### src/rtl/alu_multiciclo_pkg.sv
// alu_multiciclo_pkg: opcode/state types shared by the multi-cycle ALU and its testbench.
package alu_multiciclo_pkg;
    typedef enum logic [4:0] {
        ADD = 5'b00000, SUB, AND, OR, XOR, SLL, SRL, SRA, SLT, SLTU, PASSY, EQ, NE, GE, GEU,
        MUL = 5'b10000, MULH, MULHSU, MULHU, DIV, DIVU, REM, REMU
    } alu_op_t;
    typedef enum logic [1:0] {IDLE, CALC, FIN} state_t;
    function automatic logic is_mop(input logic [4:0] op);
        return op[4:3] == 2'b10;
    endfunction
endpackage

### src/rtl/alu_multiciclo_if.sv
// alu_multiciclo_if: start/done operand and result bundle of the multi-cycle ALU.
interface alu_multiciclo_if #(parameter int WIDTH = 32);
    logic             start, flush;
    logic [4:0]       control;
    logic [WIDTH-1:0] x, y;
    logic             busy, done;
    logic [WIDTH-1:0] resultado;
    logic             zero, err;
    modport master (output start, flush, control, x, y, input busy, done, resultado, zero, err);
    modport slave (input start, flush, control, x, y, output busy, done, resultado, zero, err);
endinterface

### src/rtl/alu_multiciclo_mdu_iter.sv
// alu_multiciclo_mdu_iter: iterative shift-add multiplier / restoring divider on magnitudes.
// One WIDTH+1 adder serves both; res is the sign-fixed value after the step in progress.
module alu_multiciclo_mdu_iter #(parameter int WIDTH = 32) (
    input  logic             clk,
    input  logic             rst_n,
    input  logic             load,
    input  logic             kill,
    input  logic [2:0]       op,
    input  logic [WIDTH-1:0] a,
    input  logic [WIDTH-1:0] b,
    output logic             cnt_last,
    output logic [WIDTH-1:0] res
);
    localparam int CW = $clog2(WIDTH);
    logic [CW-1:0] cnt;
    logic run, sa, sb, bz, a_sg, b_sg, div, ge;
    logic [2:0] opr;
    logic [WIDTH-1:0] hi, lo, m, nhi, nlo, ma, mb, q, r;
    logic [WIDTH:0] op1, op2;
    logic [WIDTH+1:0] sum;
    logic [2*WIDTH-1:0] p;
    assign a_sg = op[2] ? !op[0] : op[1:0] != 2'b11;
    assign b_sg = op[2] ? !op[0] : !op[1];
    assign ma = (a_sg && a[WIDTH-1]) ? -a : a;
    assign mb = (b_sg && b[WIDTH-1]) ? -b : b;
    assign div = opr[2];
    // mul: hi += lo[0] ? m : 0 then shift right; div: trial-subtract m from {hi, next dividend bit}
    assign op1 = div ? {hi, lo[WIDTH-1]} : {1'b0, hi};
    assign op2 = div ? ~{1'b0, m} : (lo[0] ? {1'b0, m} : '0);
    assign sum = {1'b0, op1} + {1'b0, op2} + {{(WIDTH+1){1'b0}}, div};
    assign ge = sum[WIDTH+1];
    assign nhi = div ? (ge ? sum[WIDTH-1:0] : op1[WIDTH-1:0]) : sum[WIDTH:1];
    assign nlo = div ? {lo[WIDTH-2:0], ge} : {sum[0], lo[WIDTH-1:1]};
    assign p = (sa ^ sb) ? -{nhi, nlo} : {nhi, nlo};
    assign q = ((sa ^ sb) && !bz) ? -nlo : nlo;
    assign r = sa ? -nhi : nhi;
    assign res = div ? (opr[1] ? r : q) : (opr[1:0] == 2'b00 ? p[WIDTH-1:0] : p[2*WIDTH-1:WIDTH]);
    assign cnt_last = run && cnt == CW'(WIDTH-1);
    always_ff @(posedge clk or negedge rst_n) begin
        if (!rst_n) begin
            cnt <= '0;
            run <= 1'b0;
            opr <= '0;
            sa <= 1'b0;
            sb <= 1'b0;
            bz <= 1'b0;
            hi <= '0;
            lo <= '0;
            m <= '0;
        end else if (kill) begin
            cnt <= '0;
            run <= 1'b0;
        end else if (load) begin
            cnt <= '0;
            run <= 1'b1;
            opr <= op;
            sa <= a_sg && a[WIDTH-1];
            sb <= b_sg && b[WIDTH-1];
            bz <= b == '0;
            hi <= '0;
            lo <= op[2] ? ma : mb;
            m <= op[2] ? mb : ma;
        end else if (run) begin
            cnt <= cnt + 1'b1;
            run <= !cnt_last;
            hi <= nhi;
            lo <= nlo;
        end
    end
endmodule

### src/rtl/alu_multiciclo.sv
// alu_multiciclo: execute-stage ALU; single-cycle base ops, WIDTH-cycle RV32M mul/div.
module alu_multiciclo
    import alu_multiciclo_pkg::*;
#(
    parameter int WIDTH  = 32,
    parameter bit MUL_EN = 1'b1,
    parameter bit DIV_EN = 1'b1
) (
    input logic clk,
    input logic rst_n,
    alu_multiciclo_if.slave bus
);
    localparam int SW = $clog2(WIDTH);
    state_t state, nxt;
    alu_op_t op;
    logic mop, ilg, acc, upd, cnt_last, zero_q, err_q;
    logic [WIDTH-1:0] base, mdu_res, res_in, res_q;
    assign op = alu_op_t'(bus.control);
    assign mop = is_mop(bus.control) && (bus.control[2] ? DIV_EN : MUL_EN);
    // any 1xxxx code that is not an enabled M-op is illegal, as is the unused base slot
    assign ilg = bus.control[4] ? !mop : bus.control == 5'b01111;
    assign acc = bus.start && !bus.flush && state != CALC;
    assign upd = (acc && !mop) || (state == CALC && cnt_last && !bus.flush);
    assign res_in = state == CALC ? mdu_res : ilg ? '0 : base;
    always_comb begin
        base = '0;
        case (op)
            ADD:     base = bus.x + bus.y;
            SUB:     base = bus.x - bus.y;
            AND:     base = bus.x & bus.y;
            OR:      base = bus.x | bus.y;
            XOR:     base = bus.x ^ bus.y;
            SLL:     base = bus.x << bus.y[SW-1:0];
            SRL:     base = bus.x >> bus.y[SW-1:0];
            SRA:     base = $signed(bus.x) >>> bus.y[SW-1:0];
            SLT:     base = WIDTH'($signed(bus.x) < $signed(bus.y));
            SLTU:    base = WIDTH'(bus.x < bus.y);
            PASSY:   base = bus.y;
            EQ:      base = WIDTH'(bus.x == bus.y);
            NE:      base = WIDTH'(bus.x != bus.y);
            GE:      base = WIDTH'($signed(bus.x) >= $signed(bus.y));
            GEU:     base = WIDTH'(bus.x >= bus.y);
            default: base = '0;
        endcase
    end
    always_comb begin
        nxt = bus.flush ? IDLE : state == CALC ? (cnt_last ? FIN : CALC) : !bus.start ? IDLE : mop ? CALC : FIN;
    end
    always_ff @(posedge clk or negedge rst_n) begin
        if (!rst_n) state <= IDLE;
        else state <= nxt;
    end
    always_ff @(posedge clk or negedge rst_n) begin
        if (!rst_n) begin
            res_q <= '0;
            zero_q <= 1'b0;
            err_q <= 1'b0;
        end else if (upd) begin
            res_q <= res_in;
            zero_q <= res_in == '0;
            err_q <= state != CALC && ilg;
        end
    end
    assign bus.busy = state == CALC;
    assign bus.done = state == FIN;
    assign bus.resultado = res_q;
    assign bus.zero = zero_q;
    assign bus.err = err_q;
    alu_multiciclo_mdu_iter #(.WIDTH(WIDTH)) u_mdu (
        .clk(clk),
        .rst_n(rst_n),
        .load(acc && mop),
        .kill(bus.flush),
        .op(bus.control[2:0]),
        .a(bus.x),
        .b(bus.y),
        .cnt_last(cnt_last),
        .res(mdu_res)
    );
endmodule

### src/flat_wrapper.sv
// flat-port wrapper written by rule: the top's interface ports become plain ports
module alu_multiciclo_flat import alu_multiciclo_pkg::*;
#(
    parameter int WIDTH  = 32,
    parameter bit MUL_EN = 1'b1,
    parameter bit DIV_EN = 1'b1
)
  (clk, rst_n, bus_start, bus_flush, bus_control, bus_x, bus_y, bus_busy, bus_done, bus_resultado, bus_zero, bus_err);
  alu_multiciclo_if #(.WIDTH(WIDTH)) bus_i ();
  input logic clk;
  input logic rst_n;
  input wire logic [$bits(bus_i.start)-1:0] bus_start;
  input wire logic [$bits(bus_i.flush)-1:0] bus_flush;
  input wire logic [$bits(bus_i.control)-1:0] bus_control;
  input wire logic [$bits(bus_i.x)-1:0] bus_x;
  input wire logic [$bits(bus_i.y)-1:0] bus_y;
  output wire logic [$bits(bus_i.busy)-1:0] bus_busy;
  output wire logic [$bits(bus_i.done)-1:0] bus_done;
  output wire logic [$bits(bus_i.resultado)-1:0] bus_resultado;
  output wire logic [$bits(bus_i.zero)-1:0] bus_zero;
  output wire logic [$bits(bus_i.err)-1:0] bus_err;
  assign bus_i.start = bus_start;
  assign bus_i.flush = bus_flush;
  assign bus_i.control = bus_control;
  assign bus_i.x = bus_x;
  assign bus_i.y = bus_y;
  assign bus_busy = bus_i.busy;
  assign bus_done = bus_i.done;
  assign bus_resultado = bus_i.resultado;
  assign bus_zero = bus_i.zero;
  assign bus_err = bus_i.err;
  alu_multiciclo #(.WIDTH(WIDTH), .MUL_EN(MUL_EN), .DIV_EN(DIV_EN)) u_core (.clk(clk), .rst_n(rst_n), .bus(bus_i));
endmodule
### config.mk
export PLATFORM = sky130hd
export DESIGN_NAME = alu_multiciclo_flat
export DESIGN_NICKNAME = d
export VERILOG_FILES = /design/src/rtl/alu_multiciclo_pkg.sv /design/src/rtl/alu_multiciclo_if.sv /design/src/rtl/alu_multiciclo_mdu_iter.sv /design/src/rtl/alu_multiciclo.sv /design/src/flat_wrapper.sv
export SDC_FILE = /design/constraint.sdc
export NUM_CORES = 1
export LEC_CHECK = 0
export BUFFER_PORTS_ARGS = -buffer_cell sky130_fd_sc_hd__buf_4
export CELL_PAD_IN_SITES_DETAIL_PLACEMENT = 2
export CELL_PAD_IN_SITES_GLOBAL_PLACEMENT = 2
export CORE_ASPECT_RATIO = 1.75
export CORE_MARGIN = 5
export CORE_UTILIZATION = 37
export CTS_CLUSTER_DIAMETER = 40
export DETAILED_ROUTE_END_ITERATION = 10
export PLACE_DENSITY_LB_ADDON = 0.1
export RECOVER_POWER = 100
export SLEW_MARGIN = 40
export SYNTH_ARGS = -nofsm -noshare
export SYNTH_HDL_FRONTEND = slang
export SYNTH_SLANG_ARGS = --single-unit
export TNS_END_PERCENT = 20
### constraint.sdc
create_clock -name clk -period 10.2 [get_ports clk]
set_clock_uncertainty 0.1 [all_clocks]
set_input_delay 0 -clock clk [delete_from_list [all_inputs] [get_ports clk]]
set_output_delay 0 -clock clk [all_outputs]
set_load 0.005 [all_outputs]
==> impl_metrics.ini, run 1 <==
[critical_path]
path_max_fanout = 54
start_kind = flip-flop
slowest_stage = nor4_1
endpoint_kind = flip-flop
rr_worst_depth = 25
worst-setup-path-type = flip-flop to flip-flop
critPathBufInv = 3
cp.arrival_ns = 10.06
cp.required_ns = 10.50
slowest_delay_ns = 0.97
path_depth = 25
crit_family = simple AND/OR/NAND/NOR gates

[place]
place_ws_ns = 1.36
dp_hpwl_mm = 124
gp_congestion = 1.07
io_buffers = 108
place_inst = 4349

[timing]
fin_crit_ns = 9.76
fin_crit_sh_pct = 95.6
rsz0062_at_grt = no
fin_tns_setup_ns = 0
finalHoldWorstSlack_ns = 0.0148
setup-violations-final = 0
slew_viol_final = 353
relSlewSlack_pct = -239
hold_viol_final = 0
worst_pin_slew_ns = 5.09
layout_setup_ws_ns = 0.445
fmax_mhz = 103

[final_layout]
fill_cells = 7961
post-route-util_pct = 40.9
drive_gt1_share_pct = 10.6
stdcell_count = 4406
nets = 3718
syn_to_final_growth_pct = 9.41

[yosys]
yosysMostFrequentCell = nand2_1
synth_area_leaders = dfrtp_1, o21ai_0, nand2_1, ha_1, a21oi_1
netlist.area_leader.share_pct = 14.5
syn-num-nets = 3770
synth.yosys.seq_area_share_pct = 14.5
async_flop_share_pct = 100
syn-cell-area_um2 = 24800
synth-edff-count = 0
synth_seq_cells = 144
synthTopCellsByCount = nand2_1, o21ai_0, nor2_1, a21oi_1, clkbuf_1
synth-main-ff-cell = dfrtp_1
netlist_instances = 3558
avgSynthCellArea_um2 = 6.98
ys_types = 114
yosysTopAreaCell = dfrtp_1
ys_warn_count = 0

[global_routing]
antenna_found_initial = 4
grt_max_degree = 93
overflow = 0
grt_pass1_vias = 32776
grtUsageTotal_pct = 41.7
grt_pass1_wl_mm = 225

[cts]
cts_max_path_buffers = 3
numCtsBuffers = 25
clkTransAtPathRegs_ns = 0.06
cts_root_buf = clkbuf_16
cts_sinks = 144
htree_levels = 4
cts_tree = built
insertion_delay_ns = 0.53
cts_setup_buffers = 0

[status]
violations = capacitance limit, slew limit
run_status = finished, violations left

[route]
drt-pass1-iter-count = 8
first_iter_violations = 1933
wl_per_cell_um = 35.6
vias_per_cell = 6.91
drt-total-wl_mm = 157
drc = 0
ant_nets = 0
via_count = 30462

[min_path]
holdPathStages = 5
hp-class = primary input to flip-flop

[die]
num_rows = 125
die_h_um = 353
core_area_um2 = 66500
start_util_pct = 37.4
io_pins = 109
die_x_um = 206
die_area_um2 = 72600

[power_and_ir_drop]
peakVddDrop_v = 0.000127
powerDensity_nw_per_um2 = 257
leakagePower_uw = 0.0109

[run]
max_cap_violations = 9
what timing repair did:
item	CTS	global route
gates resized for setup	0	0
hold buffers	19	0
hold endpoints to repair	104	0
metrics by stage:
step / cell area, um^2 / total power (uW)
after floorplan: 24800 / 4140
after global placement: 26300 / 5880
after detailed placement: 26500 / 6080
after CTS: 27300 / 6880
after global routing: 27200 / 7290
final: 27200 / 6980
layout make-up:
cell class              instances  area, um^2  share of cell area [%]
inverters                     135         509                    1.87
clock buffers                  30         664                    2.44
clock inverters                 2        15.0                  0.0552
repair buffers                211        1550                    5.72
flip-flops and latches        144        3610                    13.3
multi-input cells            2989       19700                    72.5
diodes                          6        15.0                  0.0552
well taps                     889        1110                    4.09
flip-flops by register name, indices dropped and copies added, names as in the netlist, 2 cells and up:
name / flops
u_core.bus.resultado: 32
u_core.u_mdu.hi: 32
u_core.u_mdu.lo: 32
u_core.u_mdu.m: 32
u_core.u_mdu.cnt: 5
u_core.u_mdu.opr: 3
u_core.state: 2
layout by cell type (no fill, tap or decap), drive strengths merged, types with 14 or more instances in the layout:
| cell | instances |
|---|---|
| nand2 | 453 |
| o21ai | 382 |
| nor2 | 352 |
| a21oi | 284 |
| dfrtp | 144 |
| buf | 142 |
| xnor2 | 141 |
| ha | 135 |
| inv | 135 |
| nor3 | 120 |
| mux2i | 87 |
| clkbuf | 79 |
| nand3 | 76 |
| a31oi | 58 |
| a211oi | 58 |
| mux4 | 52 |
| nand4 | 46 |
| nor4 | 46 |
| o211ai | 41 |
| o31ai | 41 |
| a21o | 40 |
| mux2 | 39 |
| xor2 | 34 |
| a22oi | 33 |
| o22ai | 31 |
| or3 | 31 |
| nand2b | 26 |
| and2 | 25 |
| a221oi | 23 |
| and3 | 21 |
| o21a | 20 |
| o221ai | 20 |
| dlygate4sd3 | 19 |
| a211o | 15 |
| a41oi | 14 |
worst min-delay path: stages:
cell and delay, ns:
buf_4 0.12, inv_1 0.10, xnor2_1 0.16, o21ai_0 0.13, o21ai_0 0.07
layer usage:
layer	vias up	routed length (um)	part of all wire, %	track usage [%]
met4	2	20200	13	41.6
met2	1312	77700	50	73.0
met5	-	13	0.0083	0
li1	13010	-	-	-
met3	684	7460	4.8	6.32
met1	15454	51400	33	40.3
final timing paths:
path | from | end | slack (ns)
worst max-delay path | u_core.u_mdu.opr[2] | u_core.bus.zero | 0.44
worst min-delay path | bus_y[19] | u_core.u_mdu.lo[19] | 0.01
worst max register to register | u_core.u_mdu.opr[2] | u_core.bus.zero | 0.44
worst min register to register | u_core.bus.resultado[21] | u_core.bus.resultado[21] | 0.38
max in group asynchronous | rst_n | u_core.u_mdu.lo[17] | 2.93
min in group asynchronous | rst_n | u_core.u_mdu.cnt[4] | 1.78
cells by family (layout without fill, tap and decap cells):
kind of cell,after synthesis,in the layout,share of synthesized area [%]
AO/OA/AOI/OAI,1217,1217,31.6
XOR/XNOR,175,175,6.17
adder cells (fa/ha/maj),139,139,7.12
buffers and inverters,425,378,6.65
flip-flops,144,144,14.5
multiplexers,178,178,9.99
other,0,6,0
AND/OR/NAND/NOR,1280,1280,24.0
power by group:
part           internal, uW  switching (uW)  leakage, uW  total (uW)
clock network           452             286     0.000326         738
registers               741             306      0.00187        1050
logic                  1620            3570      0.00866        5200
Power figures use the tool's default switching activity.
==> run 2: changes to the inputs <==
--- a/config.mk
+++ b/config.mk
@@ -13,7 +13,7 @@
 export CORE_UTILIZATION = 37
 export CTS_CLUSTER_DIAMETER = 40
 export DETAILED_ROUTE_END_ITERATION = 10
-export PLACE_DENSITY_LB_ADDON = 0.1
+export PLACE_DENSITY = 0.8
 export RECOVER_POWER = 100
 export SLEW_MARGIN = 40
 export SYNTH_ARGS = -nofsm -noshare
==> run 2 against run 1 <==
Compared with the run above: the flow still finishes with violations (capacitance limit, slew limit); worst setup slack improved by 0.33 ns; critical path depth decreased by 5; largest cell class unchanged; sequential power about the same; clock power increased by 3.3%; register-to-register slack improved by 0.33 ns; critical endpoint unchanged; die area unchanged; final cell count about the same; maximum frequency increased by 3.5%.
==> impl_metrics.ini, run 2 (same netlist as run 1, synthesis figures left out) <==
[status]
run_status = finished, violations left
violations = capacitance limit, slew limit

[route]
drt-total-wl_mm = 159
first_iter_violations = 2071
wl_per_cell_um = 36.1
via_count = 30634
drt-pass1-iter-count = 7
drc = 0
vias_per_cell = 6.95
ant_nets = 0

[timing]
finalHoldWorstSlack_ns = 0.0256
rsz0062_at_grt = no
setup-violations-final = 0
fin_tns_setup_ns = 0
worst_pin_slew_ns = 3.70
fin_crit_sh_pct = 92.4
hold_viol_final = 0
slew_viol_final = 441
relSlewSlack_pct = -147
fmax_mhz = 106
fin_crit_ns = 9.43

[place]
io_buffers = 108
dp_hpwl_mm = 127
gp_congestion = 1.05

[die]
die_area_um2 = 72600
die_h_um = 353
io_pins = 109
core_area_um2 = 66500
die_x_um = 206
start_util_pct = 37.4
num_rows = 125

[power_and_ir_drop]
peakVddDrop_v = 0.000114
leakagePower_uw = 0.0109
finalPower_uw = 7120
powerDensity_nw_per_um2 = 260

[global_routing]
grt_pass1_wl_mm = 228
overflow = 0
grtUsageTotal_pct = 42.4
grt_max_degree = 80
grt_pass1_vias = 33727
antenna_found_initial = 2

[final_layout]
num_antenna_cells = 0
fill_cells = 7968
final_common_cell = nand2_1
multi_input_area_um2 = 19800
nets = 3727
syn_to_final_growth_pct = 10.2
final_cell_mix = nand2_1, o21ai_0, nor2_1
regArea_um2 = 3610
drive_gt1_share_pct = 11.2

[cts]
cts_root_buf = clkbuf_16
insertion_delay_ns = 0.53
cts_setup_buffers = 0
clkTransAtPathRegs_ns = 0.06
htree_levels = 4
cts_sinks = 144
cts_max_path_buffers = 3
numCtsBuffers = 25
ctsResizeCount = 0
cts_tree = built

[min_path]
hp-start = bus_y[25]
hp-class = primary input to flip-flop

[critical_path]
r2r-start = u_core.u_mdu.opr[2]
cp.required_ns = 10.53
startpoint = u_core.u_mdu.opr[2]
slowest_delay_ns = 0.97
crit_family = simple AND/OR/NAND/NOR gates
start_kind = flip-flop
path_cells = nor2b_2, buf_4, nand2_1, o21ai_0, ha_1, nand2_1, or3_1, or4_1, a211oi_1, o32ai_1, a31oi_1, and4_1, nand4_1, o41ai_1, xor2_1, o22ai_1, o221ai_1, nor4bb_1, nand4_1, o41ai_2
cp.arrival_ns = 9.75
slowest_stage = a31oi_1
path_max_fanout = 39
endpoint_kind = flip-flop
worst-setup-path-type = flip-flop to flip-flop
critPathBufInv = 1

[run]
max_cap_violations = 10
-- run 2: cell type report --
type,instances,share of cell area (%)
inverter,135,1.86
clock buffer,31,2.55
multi-input combinational,2989,72.4
timing repair buffer,220,5.90
clock inverter,1,0.0183
tap,889,4.06
sequential,144,13.2
-- run 2: what timing repair did --
item / 4_1_cts / 5_1_grt
hold buffers: 24 / 0
setup endpoints to repair: 0 / 0
endpoints found under the hold margin: 166 / 0
-- run 2: tightest hold or removal path, cell delays in order --
cell and delay, ns:
buf_4 0.15, xnor2_1 0.16, a21oi_1 0.15, o21ai_0 0.15
-- run 2: stage by stage --
step	area, um^2	setup WS (ns)	util, %	instances
finish	27400	0.774	41.2	4409
global placement	26400	1.34	39.7	4351
CTS	27500	1.16	41.3	4409
global route	27400	0.506	41.2	4409
floorplan	24800	1.52	-	3558
detailed placement	26500	1.31	39.9	4353
-- run 2: final timing paths --
path | slack (ns) | cells past startpoint | end
max in group asynchronous | 5.74 | 4 | u_core.u_mdu.opr[2]
worst max-delay path | 0.77 | 20 | u_core.bus.zero
worst max register to register | 0.77 | 20 | u_core.bus.zero
worst min register to register | 0.39 | 2 | u_core.bus.resultado[23]
worst min-delay path | 0.03 | 4 | u_core.u_mdu.m[25]
min in group asynchronous | 1.24 | 4 | u_core.bus.resultado[25]
-- run 2: where the power goes --
part | internal, uW | total (uW) | switching (uW)
logic | 1650 | 5290 | 3640
clock network | 472 | 762 | 290
registers | 741 | 1060 | 322
-- run 2: layer usage --
metal	routed length [um]	global-route usage [%]
met5	27	0
met4	21800	44.4
met3	7670	6.30
met2	79300	75.2
met1	50400	39.1
